===== config.mk =====
export PLATFORM = sky130hd
export DESIGN_NAME = fwd_hazard_unit
export DESIGN_NICKNAME = d
export VERILOG_FILES = /design/src/rtl/fwd_hazard_unit.sv
export SDC_FILE = /design/constraint.sdc
export NUM_CORES = 1
export LEC_CHECK = 0
export CORE_MARGIN = 3
export CORE_UTILIZATION = 35
export CTS_BUF_LIST = sky130_fd_sc_hd__clkbuf_16
export DETAILED_ROUTE_END_ITERATION = 6
export DONT_BUFFER_PORTS = 1
export GPL_ROUTABILITY_DRIVEN = 0
export MAX_ROUTING_LAYER = met4
export PLACE_DENSITY_LB_ADDON = 0.15
export REMOVE_ABC_BUFFERS = 1
export SYNTH_ARGS = -nofsm -noshare
export SYNTH_HDL_FRONTEND = slang
export SYNTH_SLANG_ARGS = --single-unit

===== constraint.sdc =====
create_clock -name clk -period 2.7 [get_ports clk]
set_clock_uncertainty 0.2 [all_clocks]
set_input_delay 0.27 -clock clk [delete_from_list [all_inputs] [get_ports clk]]
set_output_delay 0.27 -clock clk [all_outputs]
set_load 0.01 [all_outputs]

===== src/rtl/fwd_hazard_unit.sv =====
// Forwarding-select and load-use hazard unit for a 5-stage pipeline; shadows EX/MEM destination info.
// Optional FWD_PERF_CNT_EN adds stall_cnt / fwd_cnt performance counters.

module fwd_sel_lane #(
    parameter int REG_ADDR_W = 5
) (
    input  logic                  i_uses,
    input  logic [REG_ADDR_W-1:0] i_rs,
    input  logic                  i_take,
    input  logic                  i_ex_valid,
    input  logic                  i_ex_reg_write,
    input  logic                  i_ex_mem_read,
    input  logic [REG_ADDR_W-1:0] i_ex_rd,
    input  logic                  i_mem_valid,
    input  logic                  i_mem_reg_write,
    input  logic [REG_ADDR_W-1:0] i_mem_rd,
    output logic                  o_hit_ex,
    output logic [1:0]            o_sel_nxt
);
    logic w_nz;
    logic w_hit_mem;

    assign w_nz      = (i_rs != '0);
    assign o_hit_ex  = i_ex_valid & i_ex_reg_write & (i_ex_rd == i_rs) & w_nz;
    assign w_hit_mem = i_mem_valid & i_mem_reg_write & (i_mem_rd == i_rs) & w_nz;

    // A load in EX has no ALU result yet; it is picked up from WB after the stall.
    always_comb begin
        o_sel_nxt = 2'b00;
        if (i_take && i_uses) begin
            if (o_hit_ex && !i_ex_mem_read) o_sel_nxt = 2'b10;
            else if (w_hit_mem)             o_sel_nxt = 2'b01;
        end
    end
endmodule

module fwd_hazard_unit #(
    parameter int REG_ADDR_W = 5
) (
    input  logic                  clk,
    input  logic                  rst,
    input  logic                  id_valid,
    input  logic [REG_ADDR_W-1:0] id_rs1,
    input  logic [REG_ADDR_W-1:0] id_rs2,
    input  logic                  id_uses_rs1,
    input  logic                  id_uses_rs2,
    input  logic [REG_ADDR_W-1:0] id_rd,
    input  logic                  id_reg_write,
    input  logic                  id_mem_read,
    input  logic                  flush,
    output logic                  stall,
    output logic [1:0]            fwd_a_sel,
    output logic [1:0]            fwd_b_sel,
    output logic                  ex_bubble
`ifdef FWD_PERF_CNT_EN
    ,
    output logic [31:0]           stall_cnt,
    output logic [31:0]           fwd_cnt
`endif
);
    localparam int NUM_OPS = 2;

    logic                  r_ex_valid, r_ex_reg_write, r_ex_mem_read;
    logic [REG_ADDR_W-1:0] r_ex_rd;
    logic                  r_mem_valid, r_mem_reg_write;
    logic [REG_ADDR_W-1:0] r_mem_rd;
    logic [NUM_OPS-1:0][1:0] r_sel;
    logic                  r_ex_bubble;

    logic [NUM_OPS-1:0][REG_ADDR_W-1:0] w_rs;
    logic [NUM_OPS-1:0]                 w_uses;
    logic [NUM_OPS-1:0]                 w_hit_ex;
    logic [NUM_OPS-1:0][1:0]            w_sel_nxt;
    logic                               w_take;

    assign w_rs   = {id_rs2, id_rs1};
    assign w_uses = {id_uses_rs2, id_uses_rs1};

    for (genvar gi = 0; gi < NUM_OPS; gi++) begin : g_op
        fwd_sel_lane #(.REG_ADDR_W(REG_ADDR_W)) u_lane (
            .i_uses          (w_uses[gi]),
            .i_rs            (w_rs[gi]),
            .i_take          (w_take),
            .i_ex_valid      (r_ex_valid),
            .i_ex_reg_write  (r_ex_reg_write),
            .i_ex_mem_read   (r_ex_mem_read),
            .i_ex_rd         (r_ex_rd),
            .i_mem_valid     (r_mem_valid),
            .i_mem_reg_write (r_mem_reg_write),
            .i_mem_rd        (r_mem_rd),
            .o_hit_ex        (w_hit_ex[gi]),
            .o_sel_nxt       (w_sel_nxt[gi])
        );
    end

    // Flush squashes the decode slot, so it masks the load-use stall.
    assign stall  = id_valid & ~flush & r_ex_mem_read & |(w_uses & w_hit_ex);
    assign w_take = id_valid & ~flush & ~stall;

    always_ff @(posedge clk or posedge rst) begin
        if (rst) begin
            r_ex_valid      <= 1'b0;
            r_ex_reg_write  <= 1'b0;
            r_ex_mem_read   <= 1'b0;
            r_ex_rd         <= '0;
            r_mem_valid     <= 1'b0;
            r_mem_reg_write <= 1'b0;
            r_mem_rd        <= '0;
            r_sel           <= '0;
            r_ex_bubble     <= 1'b1;
        end else begin
            r_ex_valid      <= w_take;
            r_ex_reg_write  <= w_take & id_reg_write;
            r_ex_mem_read   <= w_take & id_mem_read;
            r_ex_rd         <= w_take ? id_rd : '0;
            r_mem_valid     <= r_ex_valid;
            r_mem_reg_write <= r_ex_reg_write;
            r_mem_rd        <= r_ex_rd;
            r_sel           <= w_sel_nxt;
            r_ex_bubble     <= ~w_take;
        end
    end

    assign fwd_a_sel = r_sel[0];
    assign fwd_b_sel = r_sel[1];
    assign ex_bubble = r_ex_bubble;

`ifdef FWD_PERF_CNT_EN
    logic [31:0] r_stall_cnt, r_fwd_cnt;

    // One fwd count per edge, however many operands forward.
    always_ff @(posedge clk or posedge rst) begin
        if (rst) begin
            r_stall_cnt <= '0;
            r_fwd_cnt   <= '0;
        end else begin
            if (stall)      r_stall_cnt <= r_stall_cnt + 32'd1;
            if (|w_sel_nxt) r_fwd_cnt   <= r_fwd_cnt + 32'd1;
        end
    end

    assign stall_cnt = r_stall_cnt;
    assign fwd_cnt   = r_fwd_cnt;
`endif
endmodule


==> impl_metrics.tcl <==
set metrics [dict create \
    status "complete, no violations" \
    powerDensity_mw_per_mm2 664.9 \
    overflow 0 \
    design_area_sq_mm 0.001166 \
    arrival_ps 2010 \
    synthTopCellsByArea "dfrtp_1 50%, xnor2_1 12%, xor2_1 6.4%" \
    drive_gt1_share_pct 10.31 \
    synth_cells 86 \
    coreArea_sq_mm 0.002522 \
    max_freq_ghz 0.4028 \
    mostFrequentLayoutCells "19 x dfrtp_1, 13 x xnor2_1, 10 x nand2_1, 10 x nor2_1, 8 x dlygate4sd3_1" \
    wire_per_inst_um 14.22 \
    post-cts-setup-buffers 0 \
    cts_num_sinks 20 \
    critPathLaunchType "register" \
    initial_core_util_pct 37.70 \
    drt-total-wl_mm 1.806 \
    setup_violations 0 \
    timing.final.crit_share_pct 91.95 \
    synth_seq_cells 20 \
    area_growth_pct 22.63 \
    crit_path_max_incr_delay_ps 460 \
    hp-class "in2reg" \
    insertion_delay_ps 250 \
    firstDrtPassIters 4 \
    syn_area_sq_um 950.9 \
    clockPowerShare_pct 51.7 \
    p_leak_nw 0.5108 \
    fill_cells 238 \
    power_frac_seq_pct 41.2 \
    rsz0062_at_grt "false" \
    critical_path_class "reg2out" \
    rows 18 \
    placed_area_sq_um 980.9 \
    drv_slew 0 \
    nets 121 \
    min_period_ps 2483 \
    hold_violations 0 \
    dieWidth_um 58.13 \
    power_switching_share_pct 18.18 \
    layoutNonFillerInstCount 127 \
    cap_violations 0 \
    antenna_found_initial 0 \
    ctsLongestPathBuffers 2 \
    cts_root_buf "clkbuf_16" \
    design.die.area_sq_mm 0.003379 \
    grt_pass1_wl_mm 3.160 \
    grt_pass1_vias 675 \
    end_kind "primary output" \
    yosysTopAreaCell "dfrtp_1" \
    cp_cell_sequence "xnor2_1 > nand2_1 > nor4_1 > o2111a_2 > and2_4" \
    numCtsBuffers 3 \
    yosys_warnings 0 \
    hpwlAfterDp_mm 1.433 \
    relSlewSlack_pct 51.81 \
    viasPerCell 4.953 \
    synth_top_area_share_pct 50.00 \
    grt_start_max_net_pins 21 \
    drc 0 \
    synthDistinctLibCells 23 \
    io_pins 29 \
    place_inst 115 \
    tightest_slew_ps 722.0 \
    ir_drop_mv 0.5428 \
    antennaDiodeCount 0 \
    power.switching_mw 0.1410 \
    crit_fanout 12 \
    die_y_um 58.13 \
    grt_use_total_pct 12.92 \
    h-tree-depth 1 \
    drt_iter0_markers 10 \
    cp_slowest_cell "o2111a_2" \
    cp.required_ps 2230 \
    ant_nets 0 \
    route.vias.total 629 \
    layout_commonest_cell "dfrtp_1" \
    clkTransAtPathRegs_ps 60 \
    combPwrFrac_pct 7.1 \
    io_buffers 0 \
    setup_tns_ps 0 \
    p_int_mw 0.6344 \
    ys_seq_area_share_pct 52.76 \
    cts_tree "built" \
    syn_area_per_cell_sq_um 11.06 \
]
[worst max-delay path: cells and delay by family (launching register included)]
family	cells	cell delay [ps]
AO/OA/AOI/OAI	1	460
XOR/XNOR	1	180
flip-flops	1	410
AND/OR/NAND/NOR	3	720
[power groups by stage]
stage / Clock (mW) / Combinational (mW) / Sequential (mW)
after floorplan: 0 / 0.0386 / 0.322
after global placement: 0 / 0.0469 / 0.324
after detailed placement: 0 / 0.0469 / 0.325
after CTS: 0.409 / 0.0562 / 0.319
after global routing: 0.423 / 0.0625 / 0.320
final: 0.401 / 0.0550 / 0.319
[synthesized netlist by cell type]
cell,n
buf_6,1
inv_1,2
nor3_1,2
xor2_1,7
clkbuf_1,1
o21ai_1,1
a2111oi_2,1
nor4_1,1
a2111oi_4,1
xnor2_1,13
nor4b_1,1
o2111a_2,1
nand2_1,10
nand4_1,1
nand3_1,3
nor2_1,10
nand2b_1,1
or4_1,4
nor2b_1,2
and3_1,2
dfrtp_1,19
and2_4,1
dfstp_2,1
[kinds of logic (layout without fill, tap and decap cells)]
logic type | after synthesis | after routing | synth area share (%)
xor+xnor | 20 | 20 | 18.42
buf+inv | 4 | 15 | 2.368
simple gates | 38 | 38 | 20.13
flops | 20 | 20 | 52.76
compound gates | 4 | 4 | 6.315
[final timing paths]
check | from | to | slack [ps] | cells past startpoint
setup / recovery | r_ex_rd[4] | stall | 220 | 5
hold / removal | id_uses_rs2 | fwd_b_sel[0] | 100 | 3
setup reg to reg | r_ex_rd[4] | fwd_b_sel[0] | 730 | 5
hold reg to reg | r_ex_reg_write | r_mem_reg_write | 210 | 0
max in group asynchronous | rst | fwd_b_sel[1] | 1460 | 2
min in group asynchronous | rst | r_ex_rd[3] | 380 | 2
[routing by layer]
layer | vias up | share of wire, % | global-route usage [%] | routed length, um
met2 | 18 | 49 | 20.00 | 891
met4 | 0 | 1.3 | 3.974 | 24
met1 | 299 | 43 | 15.32 | 770
li1 | 307 | - | - | -
met5 | - | 0 | - | 0
met3 | 5 | 6.6 | 5.345 | 119
[state kept, by name, summed over array words and instances, names as in the netlist]
name,count
r_ex_valid,1
r_ex_rd,5
ex_bubble,1
fwd_b_sel,2
r_ex_mem_read,1
fwd_a_sel,2
r_mem_valid,1
r_mem_reg_write,1
r_ex_reg_write,1
r_mem_rd,5
[stage by stage]
stage               power [mW]  util, %  setup WS [ps]  hold slack [ps]
finish                  0.7753    46.23          217.4            97.09
global route            0.8055    46.23          68.59            124.5
CTS                     0.7847    46.23          217.4            94.39
detailed placement      0.3715    38.89          497.2            132.7
global placement        0.3711    38.89          509.9            126.5
floorplan               0.3606        -          708.3            33.09
[repair_timing]
item,in CTS,in global routing
endpoints found under the hold margin,26,0
hold buffers,8,0
endpoints found under the setup margin,0,0
resized for setup,0,0
[final cells by class]
type / instances / area (sq um) / area share (%)
Tap cell: 30 / 37.54 / 3.219
Clock buffer: 3 / 75.07 / 6.438
Timing Repair Buffer: 9 / 87.58 / 7.511
Clock inverter: 1 / 30.03 / 2.575
Multi-Input combinational cell: 62 / 426.7 / 36.59
Inverter: 2 / 7.507 / 0.6438
Sequential cell: 20 / 501.7 / 43.03
No activity file was read; power rests on OpenSTA's default activity.
